## src/rtl/n2_ict_pkg.sv

```systemverilog
// Shared types and widths for the I-cache tag-array request arbiter.
package n2_ict_pkg;
  localparam int IDX_W = 6;
  localparam int WAY_W = 3;
  localparam int TAG_W = 30;
  localparam int CNT_W = 9;

  localparam logic [TAG_W-1:0] INV_TAG = 30'h0;

  typedef enum logic [1:0] {
    ST_IDLE  = 2'd0,
    ST_SWEEP = 2'd1,
    ST_DONE  = 2'd2
  } ict_state_e;
endpackage

```

## src/rtl/n2_ict_sweep_cnt.sv

```systemverilog
// Invalidate-sweep counter: walks {index,way} across the whole tag array.
module n2_ict_sweep_cnt
  import n2_ict_pkg::*;
(
  input  logic             clk_i,
  input  logic             rst_ni,
  input  logic             clr_i,
  input  logic             inc_i,
  output logic [CNT_W-1:0] cnt_o,
  output logic             last_o
);

  logic [CNT_W-1:0] cnt_q, cnt_d;

  always_comb begin
    cnt_d = cnt_q;
    if (clr_i)      cnt_d = '0;
    else if (inc_i) cnt_d = cnt_q + 1'b1;
  end

  always_ff @(posedge clk_i or negedge rst_ni) begin
    if (!rst_ni) cnt_q <= '0;
    else         cnt_q <= cnt_d;
  end

  assign cnt_o  = cnt_q;
  assign last_o = &cnt_q;

endmodule

```

## src/rtl/n2_ict_req_arb.sv

```systemverilog
// Tag-array port arbiter: fetch reads, fill writes and invalidate-all sweeps.
// Optional fill anti-starvation counter enabled by ICT_FILL_STARVE_EN.
module n2_ict_req_arb
  import n2_ict_pkg::*;
#(
  parameter int FILL_STARVE_MAX = 4
) (
  input  logic        l2clk,
  input  logic        rst_l,
  input  logic        tcu_array_wr_inhibit,
  input  logic        fet_rd_vld,
  input  logic [10:5] fet_rd_index,
  output logic        fet_rd_gnt,
  input  logic        fill_vld,
  input  logic [10:5] fill_index,
  input  logic [2:0]  fill_way,
  input  logic [29:0] fill_tag,
  output logic        fill_rdy,
  input  logic        inv_all_req,
  output logic        inv_busy,
  output logic        inv_done,
  output logic        ftp_tg_rd_req_bf,
  output logic        ftp_tg_wr_req_bf,
  output logic        ftp_tg_clk_en,
  output logic [10:5] agd_ic_index_bf,
  output logic [2:0]  agc_fill_wrway_bf,
  output logic [29:0] agd_ict_wrtag_bf
);

  if (FILL_STARVE_MAX < 1) begin : g_bad_starve_max
    $error("FILL_STARVE_MAX must be at least 1");
  end

  ict_state_e       state_q, state_d;
  logic             inv_pend_q, inv_pend_d;
  logic [CNT_W-1:0] cnt;
  logic             cnt_last, cnt_clr, sweep_wr;
  logic             starve_hit, fill_acc;

  logic             rd_q, rd_d, wr_q, wr_d, act_q;
  logic [10:5]      idx_q, idx_d;
  logic [2:0]       way_q, way_d;
  logic [29:0]      tag_q, tag_d;

  // Arbitration only happens in IDLE; the sweep owns the array otherwise.
  always_comb begin
    fet_rd_gnt = 1'b0;
    fill_rdy   = 1'b0;
    if (state_q == ST_IDLE) begin
      fill_rdy   = !tcu_array_wr_inhibit && (!fet_rd_vld || starve_hit);
      fet_rd_gnt = fet_rd_vld && !(fill_vld && fill_rdy);
    end
  end

  assign fill_acc = fill_vld & fill_rdy;
  assign sweep_wr = (state_q == ST_SWEEP) & ~tcu_array_wr_inhibit;

`ifdef ICT_FILL_STARVE_EN
  localparam int SW = (FILL_STARVE_MAX < 1) ? 1 : $clog2(FILL_STARVE_MAX + 1);
  localparam logic [SW-1:0] STARVE_MAX = SW'(FILL_STARVE_MAX);

  logic [SW-1:0] starve_q, starve_d;

  assign starve_hit = (starve_q == STARVE_MAX);

  // Counts lost cycles, including ones lost to write inhibit or a sweep.
  always_comb begin
    starve_d = starve_q;
    if (fill_acc)                      starve_d = '0;
    else if (fill_vld && !starve_hit)  starve_d = starve_q + 1'b1;
  end

  always_ff @(posedge l2clk or negedge rst_l) begin
    if (!rst_l) starve_q <= '0;
    else        starve_q <= starve_d;
  end
`else
  assign starve_hit = 1'b0;
`endif

  always_comb begin
    state_d    = state_q;
    inv_pend_d = inv_pend_q;
    cnt_clr    = 1'b0;
    case (state_q)
      ST_IDLE: begin
        if (inv_all_req) begin
          state_d = ST_SWEEP;
          cnt_clr = 1'b1;
        end
      end
      ST_SWEEP: begin
        if (inv_all_req)          inv_pend_d = 1'b1;
        if (sweep_wr && cnt_last) state_d    = ST_DONE;
      end
      ST_DONE: begin
        inv_pend_d = 1'b0;
        if (inv_pend_q || inv_all_req) begin
          state_d = ST_SWEEP;
          cnt_clr = 1'b1;
        end else begin
          state_d = ST_IDLE;
        end
      end
      default: state_d = ST_IDLE;
    endcase
  end

  always_ff @(posedge l2clk or negedge rst_l) begin
    if (!rst_l) begin
      state_q    <= ST_IDLE;
      inv_pend_q <= 1'b0;
    end else begin
      state_q    <= state_d;
      inv_pend_q <= inv_pend_d;
    end
  end

  n2_ict_sweep_cnt u_sweep_cnt (
    .clk_i  (l2clk),
    .rst_ni (rst_l),
    .clr_i  (cnt_clr),
    .inc_i  (sweep_wr),
    .cnt_o  (cnt),
    .last_o (cnt_last)
  );

  // Way and tag only move on writes so a read leaves the last write visible.
  always_comb begin
    rd_d  = fet_rd_gnt;
    wr_d  = fill_acc | sweep_wr;
    idx_d = idx_q;
    way_d = way_q;
    tag_d = tag_q;
    if (fet_rd_gnt) begin
      idx_d = fet_rd_index;
    end else if (fill_acc) begin
      idx_d = fill_index;
      way_d = fill_way;
      tag_d = fill_tag;
    end else if (sweep_wr) begin
      idx_d = cnt[8:3];
      way_d = cnt[2:0];
      tag_d = INV_TAG;
    end
  end

  always_ff @(posedge l2clk or negedge rst_l) begin
    if (!rst_l) begin
      rd_q  <= 1'b0;
      wr_q  <= 1'b0;
      act_q <= 1'b0;
      idx_q <= '0;
      way_q <= '0;
      tag_q <= '0;
    end else begin
      rd_q  <= rd_d;
      wr_q  <= wr_d;
      act_q <= rd_q | wr_q;
      idx_q <= idx_d;
      way_q <= way_d;
      tag_q <= tag_d;
    end
  end

  assign inv_busy          = (state_q != ST_IDLE);
  assign inv_done          = (state_q == ST_DONE);
  assign ftp_tg_rd_req_bf  = rd_q;
  assign ftp_tg_wr_req_bf  = wr_q;
  assign ftp_tg_clk_en     = rd_q | wr_q | act_q;
  assign agd_ic_index_bf   = idx_q;
  assign agc_fill_wrway_bf = way_q;
  assign agd_ict_wrtag_bf  = tag_q;

endmodule

```

## config.mk

```make
export PLATFORM = sky130hd
export DESIGN_NAME = n2_ict_req_arb
export DESIGN_NICKNAME = d
export VERILOG_FILES = /design/src/rtl/n2_ict_pkg.sv /design/src/rtl/n2_ict_sweep_cnt.sv /design/src/rtl/n2_ict_req_arb.sv
export SDC_FILE = /design/constraint.sdc
export NUM_CORES = 1
export LEC_CHECK = 0
export CELL_PAD_IN_SITES_DETAIL_PLACEMENT = 0
export CELL_PAD_IN_SITES_GLOBAL_PLACEMENT = 1
export CORE_MARGIN = 1.5
export CORE_UTILIZATION = 35
export DETAILED_ROUTE_END_ITERATION = 7
export PLACE_DENSITY_LB_ADDON = 0.25
export SYNTH_ARGS = -nofsm -noshare
export SYNTH_HDL_FRONTEND = slang
export SYNTH_SLANG_ARGS = --single-unit
```

## constraint.sdc

```tcl
create_clock -name l2clk -period 3.6 [get_ports l2clk]
set_input_delay 0.36 -clock l2clk [delete_from_list [all_inputs] [get_ports l2clk]]
set_output_delay 0.36 -clock l2clk [all_outputs]
set_load 0.02 [all_outputs]
```

# Word level (Yosys, flattened, before mapping)

Cells that the tools add are included.

Memories: 0
Input bits: 51
Output and inout port bits: 46
Word-level logic and storage cells: 60
ROM bits: 0
Register bits: 54
Memory bits (writable): 0
Latch bits: 0

Equal/unequal tests: 5
Shift-type cells: 0
Divide/modulo/power cells: 0
Add/subtract/negate cells: 1
Bitwise logic cells: 7
Order comparisons: 0
Reduce and logical (&&, ||, !) cells: 18
Multipliers: 0
Multiplexer cells: 20

Operator list:

| operator                                      | number |
|---|---|
| 2-to-1 mux 30 bit                             | 2 |
| 2-to-1 mux 6 bit                              | 3 |
| 2-to-1 mux 9 bit                              | 2 |
| adder 9 x 1 -> 9 bit, second input constant   | 1 |
| AND reduction 9 bit                           | 1 |
| nonzero test 2 bit                            | 4 |
| 2-to-1 mux 1 bit                              | 6 |
| 2-to-1 mux 3 bit                              | 2 |
| one-hot mux 2 bit (3 select lines)            | 1 |
| AND reduction 2 bit                           | 3 |
| logical AND 1 bit                             | 4 |
| 2-to-1 mux 2 bit                              | 2 |
| != test 2 bit, second input constant          | 2 |
| one-hot mux 1 bit (2 select lines)            | 2 |
| logical NOT 1 bit                             | 3 |
| bitwise OR 1 bit                              | 3 |
| nonzero test 3 bit                            | 1 |
| AND 1 bit                                     | 2 |
| == test 2 x 1 -> 1 bit, second input constant | 1 |
| == test 2 bit, second input constant          | 1 |
| logical NOT 2 bit                             | 1 |
| != test 2 x 1 -> 1 bit, second input constant | 1 |
| inverter 1 bit                                | 2 |
| logical OR 1 bit                              | 1 |

# Longest topological paths before layout

Gate-level depths: netlist of run 1.

Word-level depth: 8
Mapped depth: 6

# By module

A second synthesis of run 1 with hierarchy kept.

Cells, all modules: 192
Area total of the unflattened synthesis: 2,307.2 µm²

By module, submodules not included:

| module           | times used | area each (µm²) | cells an instance |
|---|---|---|---|
| n2_ict_req_arb   | 1          | 1,859.3         | 149 |
| n2_ict_sweep_cnt | 1          | 447.9           | 43 |

# Least setup slack after synthesis of run 1

Ideal clock, no wire load.

Path kind: reg2reg
Start: register state_q[0]
End: register idx_q (netlist bit agd_ic_index_bf[10])
Setup time: 125 ps
Data arrival time: 1,729 ps
Cell stages (with the launch flop): 5
Setup slack: 1,746 ps
Buffers on the path: 0
Path through: dfrtp_1 -> nor3b_1 -> a21oi_1 -> a22oi_1 -> o21ai_2

RTL lines:

| element                                                                        | RTL line              | text |
|---|---|---|
| start: declaration                                                             | n2_ict_req_arb.sv:34  | `ict_state_e state_q, state_d;` |
| start signal: assignment                                                       | n2_ict_req_arb.sv:114 | `state_q <= state_d;` |
| logical NOT 2 bit *                                                            | n2_ict_req_arb.sv:49  | `if (state_q == ST_IDLE) begin` |
| 2-to-1 mux 1 bit *                                                             | n2_ict_req_arb.sv:49  |  |
| named net fet_rd_gnt                                                           | n2_ict_req_arb.sv:13  | `output logic fet_rd_gnt,` |
| nonzero test 3 bit (no source line) / 2-to-1 mux 6 bit (equally long branches) | -                     |  |
| end signal: assignment                                                         | n2_ict_req_arb.sv:160 | `idx_q <= idx_d;` |
| end: declaration                                                               | n2_ict_req_arb.sv:41  | `logic [10:5] idx_q, idx_d;` |

The timed path passes the listed nets; every way through them passes the cells marked *.
A chain may end at the register's enable or synchronous reset.

# Worst setup path after layout of run 1

Start: input fet_rd_vld
End: output fet_rd_gnt

Longest elaborated chain between the ends: 6

RTL lines:

| element             | RTL line             | text |
|---|---|---|
| start: declaration  | n2_ict_req_arb.sv:11 | `input logic fet_rd_vld,` |
| logical NOT 1 bit   | n2_ict_req_arb.sv:50 | `fill_rdy = !tcu_array_wr_inhibit && (!fet_rd_vld \|\| starve_hit);` |
| logical AND 1 bit   | n2_ict_req_arb.sv:50 |  |
| logical AND 1 bit   | n2_ict_req_arb.sv:51 | `fet_rd_gnt = fet_rd_vld && !(fill_vld && fill_rdy);` |
| logical NOT 1 bit   | n2_ict_req_arb.sv:51 |  |
| logical AND 1 bit * | n2_ict_req_arb.sv:51 |  |
| 2-to-1 mux 1 bit *  | n2_ict_req_arb.sv:49 |  |
| end: declaration    | n2_ict_req_arb.sv:13 |  |

Every way passes the cells marked *; elsewhere a longest branch is shown, timed or not.

==> flow_summary.ini, run 1 <==
[status]
status = complete, no violations

[setup_path]
rr_worst_depth = 4
cp_max_fo = 7
crit_type = input pin to output pin
endpoint_kind = output pin
critPathMaxStageDelay_ps = 740
critPathArrivalTime_ps = 2300
critical_path.top_delay_family = buffers and inverters
rr_endpoint = agc_fill_wrway_bf[0]$_DFFE_PN0P_
critPathLaunchType = input pin
r2r-start = state_q[0]$_DFFE_PN0P_
worst-path-buf-inv = 2
cpMostUsedCell = clkdlybuf4s50_1
cp_cell_sequence = clkdlybuf4s50_1 -> nor3b_1 -> clkdlybuf4s50_1
required_ps = 3240
ff2ff_setup_slack_ps = 1610
cp_slowest_cell = clkdlybuf4s50_1

[cells_and_area]
layout-drive-gt1-share_pct = 8.13
finalNetCount = 336
layout_commonest_cell = clkdlybuf4s50_1
diodes = 0
mostFrequentLayoutCells = 95 x clkdlybuf4s50_1, 54 x dfrtp_1, 33 x a22o_1, 12 x nor2_1, 11 x nand2_1
fillerInstances = 575
syn_to_final_growth_pct = 46.4

[floorplanning]
die_h_um = 84.4
ioPinCount = 97
core-area_sq_um = 6390
die_w_um = 84.4
start_util_pct = 36.3
dieArea_sq_um = 7130
fp-row-count = 29

[cts]
ctsHtreeMaxLevel = 2
cts-resized-gates = 0
postCtsHoldBufs = 0
cts_buffers = 5
root_buffer = clkbuf_8
clk_latency_ps = 300
cts.clk_slew.worst_paths_ps = 90
clockBufferDepth = 2
clkSinkCount = 54
postCtsSetupBuffers = 0
cts_tree = yes

[timing]
tightest_slew_ps = 774
rsz0062_at_grt = no
finalSetupViolCount = 0
fin_crit_sh_pct = 74.0
report.final.slew_viol_count = 0
fmax_mhz = 375
final.setup.worst_slack_ps = 935
hold_viol_final = 0
maxSlewHeadroom_pct = 48.2
post-route-min-period_ps = 2660
tns_ps = 0
finClkSkew_ps = 7.27

[placed_design]
gp_congestion = 0.756
dpl_worst_slack_ps = 932
port_buffers = 96
dpl.hpwl_um = 4070

[grt]
grt_pass1_vias = 1812
track_usage_pct = 16.6
grt_pass1_wl_um = 9470
antenna_found_initial = 0
overflow = 0
grt_max_degree = 37

[run]
max_cap_viol_count = 0

[yosys]
syn_avg_cell_area_sq_um = 12.2
yosys_warnings = 0
syn_area_sq_um = 2320
synth_cell_types = 32
synth.ff_latch_count = 54
ys_seq_area_share_pct = 58.3
syn_nets = 243
netlist_instances = 190

[worst_hold_path]
hold_class = input pin to asynchronous set/reset pin

[power_and_ir_drop]
peakVddDrop_mv = 0.236
power.density_nw_per_um2 = 423
p_leak_nw = 1.47

[route]
drt_iter0_markers = 68
avgRoutedWirePerCell_um = 15.3
viasPerCell = 4.96
totalWireLength_um = 5520
drt-pass1-iter-count = 4
drc = 0
postRouteAntennaNets = 0
vias = 1786
## cells in the mapped netlist
cell | n | area (sq um)
nor3b_2 | 1 | 12.5
o21ai_0 | 6 | 30.0
or3_1 | 2 | 12.5
inv_1 | 6 | 22.5
nor3_1 | 3 | 15.0
xor2_1 | 2 | 17.5
and3_1 | 1 | 6.26
a31o_2 | 1 | 8.76
buf_2 | 1 | 5.00
ha_1 | 2 | 25.0
o311a_1 | 3 | 30.0
nand4_1 | 3 | 18.8
mux2i_1 | 8 | 80.1
nor2_1 | 12 | 45.0
a22oi_1 | 3 | 22.5
and2_1 | 1 | 6.26
nor2b_1 | 2 | 12.5
xnor2_1 | 4 | 35.0
clkbuf_1 | 5 | 18.8
nand3_1 | 3 | 15.0
or2_2 | 3 | 18.8
clkbuf_2 | 1 | 5.00
nor2_8 | 1 | 20.0
nor3b_1 | 1 | 7.51
or3b_1 | 2 | 17.5
nand2_1 | 11 | 41.3
buf_6 | 5 | 56.3
a21oi_1 | 3 | 15.0
nand2b_1 | 1 | 6.26
a22o_1 | 33 | 289
dfrtp_1 | 54 | 1350
o21ai_2 | 6 | 52.6
## metal layers
layer | global-route usage [%] | wire, um
met1 | 24.3 | 2650
met2 | 25.0 | 2530
met3 | 3.64 | 268
met4 | 4.40 | 71
met5 | 0 | 0
## worst max path at each step
stage,depth (start not counted),to,startpoint
after floorplan,4,agd_ic_index_bf[10]$_DFFE_PN0P_,state_q[0]$_DFFE_PN0P_
after global placement,3,fet_rd_gnt,fet_rd_vld
after detailed placement,3,fet_rd_gnt,fet_rd_vld
after CTS,3,fet_rd_gnt,fet_rd_vld
after global routing,2,fet_rd_gnt,state_q[0]$_DFFE_PN0P_
final,3,fet_rd_gnt,fet_rd_vld
## power breakdown
part	total [W]	leakage [nW]	internal (W)	switching, W
Sequential	0.000736	0.723	0.000673	0.0000630
Combinational	0.000373	0.710	0.000192	0.000181
Clock	0.000327	0.0362	0.000133	0.000194
## layout make-up
class | count | area, sq um | share of cell area [%]
Clock buffer | 5 | 68.8 | 2.03
Tap cell | 77 | 96.3 | 2.84
Multi-Input combinational cell | 118 | 872 | 25.7
Clock inverter | 2 | 15.0 | 0.442
Inverter | 6 | 22.5 | 0.663
Sequential cell | 54 | 1350 | 39.8
Timing Repair Buffer | 98 | 971 | 28.6
## logic make-up (layout without fill, tap and decap cells)
family	after synthesis	count (layout)	synth area share, %
AOI/OAI and AO/OA	55	55	19.3
xor gates and xnor gates	6	6	2.27
adders and majority gates	2	2	1.08
buffers and inverters	18	111	4.64
DFF	54	54	58.3
muxes	8	8	3.45
and+or+nand+nor	47	47	11.0
## registers in the layout, indices dropped and copies added (netlist names)
name               cells
act_q                  1
agc_fill_wrway_bf      3
agd_ic_index_bf        6
agd_ict_wrtag_bf      30
ftp_tg_rd_req_bf       1
ftp_tg_wr_req_bf       1
inv_pend_q             1
state_q                2
u_sweep_cnt.cnt_o      9
## worst register-to-register path: stages (launching register included)
cell and delay [ps]:
dfrtp_1 570, or2_2 440, nor2_8 460, mux2i_1 310, o21ai_2 70
## per-stage QoR
| stage | hold WS, ps | total power, W | utilization, % | cell area, sq um | std cells |
|---|---|---|---|---|---|
| 2_1_floorplan | 64.4 | 0.000933 | - | 2320 | 190 |
| 3_3_place_gp | 465 | 0.00112 | 51.9 | 3310 | 353 |
| 3_5_place_dp | 479 | 0.00113 | 51.9 | 3310 | 353 |
| 4_1_cts | 136 | 0.00146 | 53.2 | 3400 | 360 |
| 5_1_grt | 166 | 0.00152 | 53.2 | 3400 | 360 |
| 6_report | 109 | 0.00144 | 53.2 | 3400 | 360 |
Power figures use the tool's default switching activity.
==> run 2, diff against run 1 <==
Settings changed: CORE_UTILIZATION 35 to 29.
Clock period 3.6 ns to 2.4 ns, I/O delays scaled along.
==> flow_summary.ini, run 2 (synthesis results as in run 1) <==
[placed_design]
port_buffers = 96
gp_congestion = 0.723
placed_area_sq_um = 3400
dpl.hpwl_um = 4270

[cts]
clk_latency_ps = 300
clkSinkCount = 54
clockBufferDepth = 2
root_buffer = clkbuf_8
cts_tree = yes
cts.clk_slew.worst_paths_ps = 100
cts-resized-gates = 0
cts_buffers = 5
ctsHtreeMaxLevel = 2

[timing]
report.final.slew_viol_count = 0
fin_crit_sh_pct = 90.0
fmax_mhz = 463
tightest_slew_ps = 583
rsz0062_at_grt = no
finClkSkew_ps = 5.49
finalSetupViolCount = 0
maxSlewHeadroom_pct = 61.1
post-route-min-period_ps = 2160
tns_ps = 0
hold_viol_final = 0

[grt]
grt_pass1_vias = 1851
track_usage_pct = 14.0
grt_max_degree = 32
antenna_found_initial = 0
overflow = 0
grt_pass1_wl_um = 9400

[floorplanning]
die_w_um = 92.4
core-area_sq_um = 7730
fp-row-count = 32
ioPinCount = 97
start_util_pct = 30.0
dieArea_sq_um = 8540
die_h_um = 92.4

[setup_path]
critPathMaxStageDelay_ps = 620
cp_cell_sequence = or2_2 -> nor3_1 -> clkdlybuf4s50_1
endpoint_kind = output pin
crit_type = register to output pin
required_ps = 2160
critPathArrivalTime_ps = 1920
critPathLaunchType = register
cp_slowest_cell = clkdlybuf4s50_1
ff2ff_setup_slack_ps = 700
rr_worst_depth = 5
cp_max_fo = 7

[cells_and_area]
layout_commonest_cell = clkdlybuf4s50_1
finalNetCount = 343
largest_reg_flops = 30
ff_latch_area_sq_um = 1350
fillerInstances = 748
syn_to_final_growth_pct = 51.3
layout-drive-gt1-share_pct = 10.3
final_cell_area_sq_um = 3510
multi_input_area_sq_um = 872
diodes = 0
mostFrequentLayoutCells = 95 x clkdlybuf4s50_1, 54 x dfrtp_1, 33 x a22o_1, 12 x nor2_1, 11 x nand2_1

[route]
drt-pass1-iter-count = 4
avgRoutedWirePerCell_um = 14.5
totalWireLength_um = 5710
drt_iter0_markers = 55
postRouteAntennaNets = 0
drc = 0
viasPerCell = 4.66
vias = 1831

[power_and_ir_drop]
switching_share_pct = 30.3
clock_power_share_pct = 24.5
fin_total_pwr_w = 0.00222
power.internal_w = 0.00155
pwr-share-comb_pct = 25.8
power_frac_seq_pct = 49.7
p_switching_w = 0.000672
peakVddDrop_mv = 0.307
power.density_nw_per_um2 = 632
p_leak_nw = 1.52

[status]
status = complete, no violations

[worst_hold_path]
hold_class = input pin to asynchronous set/reset pin

[run]
max_cap_viol_count = 0
-- run 2: area by class of cell --
| class | instances | share of cell area, % |
|---|---|---|
| flip-flops and latches | 54 | 38.5 |
| repair buffers | 105 | 29.6 |
| multi-input cells | 118 | 24.8 |
| well taps | 102 | 3.64 |
| clock buffers | 6 | 2.35 |
| inverters | 6 | 0.641 |
| clock inverters | 2 | 0.463 |
-- run 2: what timing repair did --
| item | CTS | global route |
|---|---|---|
| endpoints found under the hold margin | 23 | 0 |
| buffers inserted | 0 | 0 |
| hold buffers | 1 | 0 |
-- run 2: stage by stage --
| stage | hold slack (ps) | utilization, % | setup slack (ps) | instances |
|---|---|---|---|---|
| after CTS | 486 | 45.4 | 208 | 393 |
| final | 466 | 45.4 | 240 | 393 |
| after floorplan | -55.6 | - | 546 | 190 |
| after global routing | 509 | 45.4 | 144 | 393 |
| after global placement | 281 | 44.0 | 271 | 384 |
| after detailed placement | 278 | 44.0 | 258 | 384 |
-- run 2: metal layers --
| layer | up-vias | track usage [%] | share of wire (%) |
|---|---|---|---|
| li1 | 887 | - | - |
| met1 | 887 | 19.7 | 47 |
| met2 | 53 | 21.5 | 47 |
| met3 | 4 | 3.53 | 6.0 |
| met4 | 0 | 3.46 | 0.70 |
| met5 | - | 0 | 0 |
-- run 2: worst paths after layout --
path | end | startpoint
worst max-delay path | fill_rdy | state_q[1]$_DFFE_PN0P_
worst min-delay path | agd_ict_wrtag_bf[23]$_DFFE_PN0P_ | rst_l
worst max register to register | agd_ic_index_bf[9]$_DFFE_PN0P_ | state_q[0]$_DFFE_PN0P_
worst min register to register | agc_fill_wrway_bf[0]$_DFFE_PN0P_ | agc_fill_wrway_bf[0]$_DFFE_PN0P_
max in group asynchronous | agd_ict_wrtag_bf[18]$_DFFE_PN0P_ | rst_l
min in group l2clk | agc_fill_wrway_bf[0]$_DFFE_PN0P_ | agc_fill_wrway_bf[0]$_DFFE_PN0P_
-- run 2: worst max-delay path: cells and delay by family, from the launching register on --
kind	cells	cell delay, ps
buf+inv	1	620
flops	1	470
simple gates	2	520
-- run 2: power groups by stage --
stage               sequential (W)  combinational, W  clock [W]
CTS                        0.00110          0.000585   0.000571
global placement           0.00112          0.000578          0
global route               0.00112          0.000632   0.000610
finish                     0.00110          0.000573   0.000543
floorplan                  0.00117          0.000227          0
detailed placement         0.00112          0.000580          0
==> run 3, diff against run 2 <==
Settings changed: CTS_CLUSTER_DIAMETER set to 60.
==> results of run 3 <==
Same layout as run 2: the final DEF is identical, and so are final timing and power.
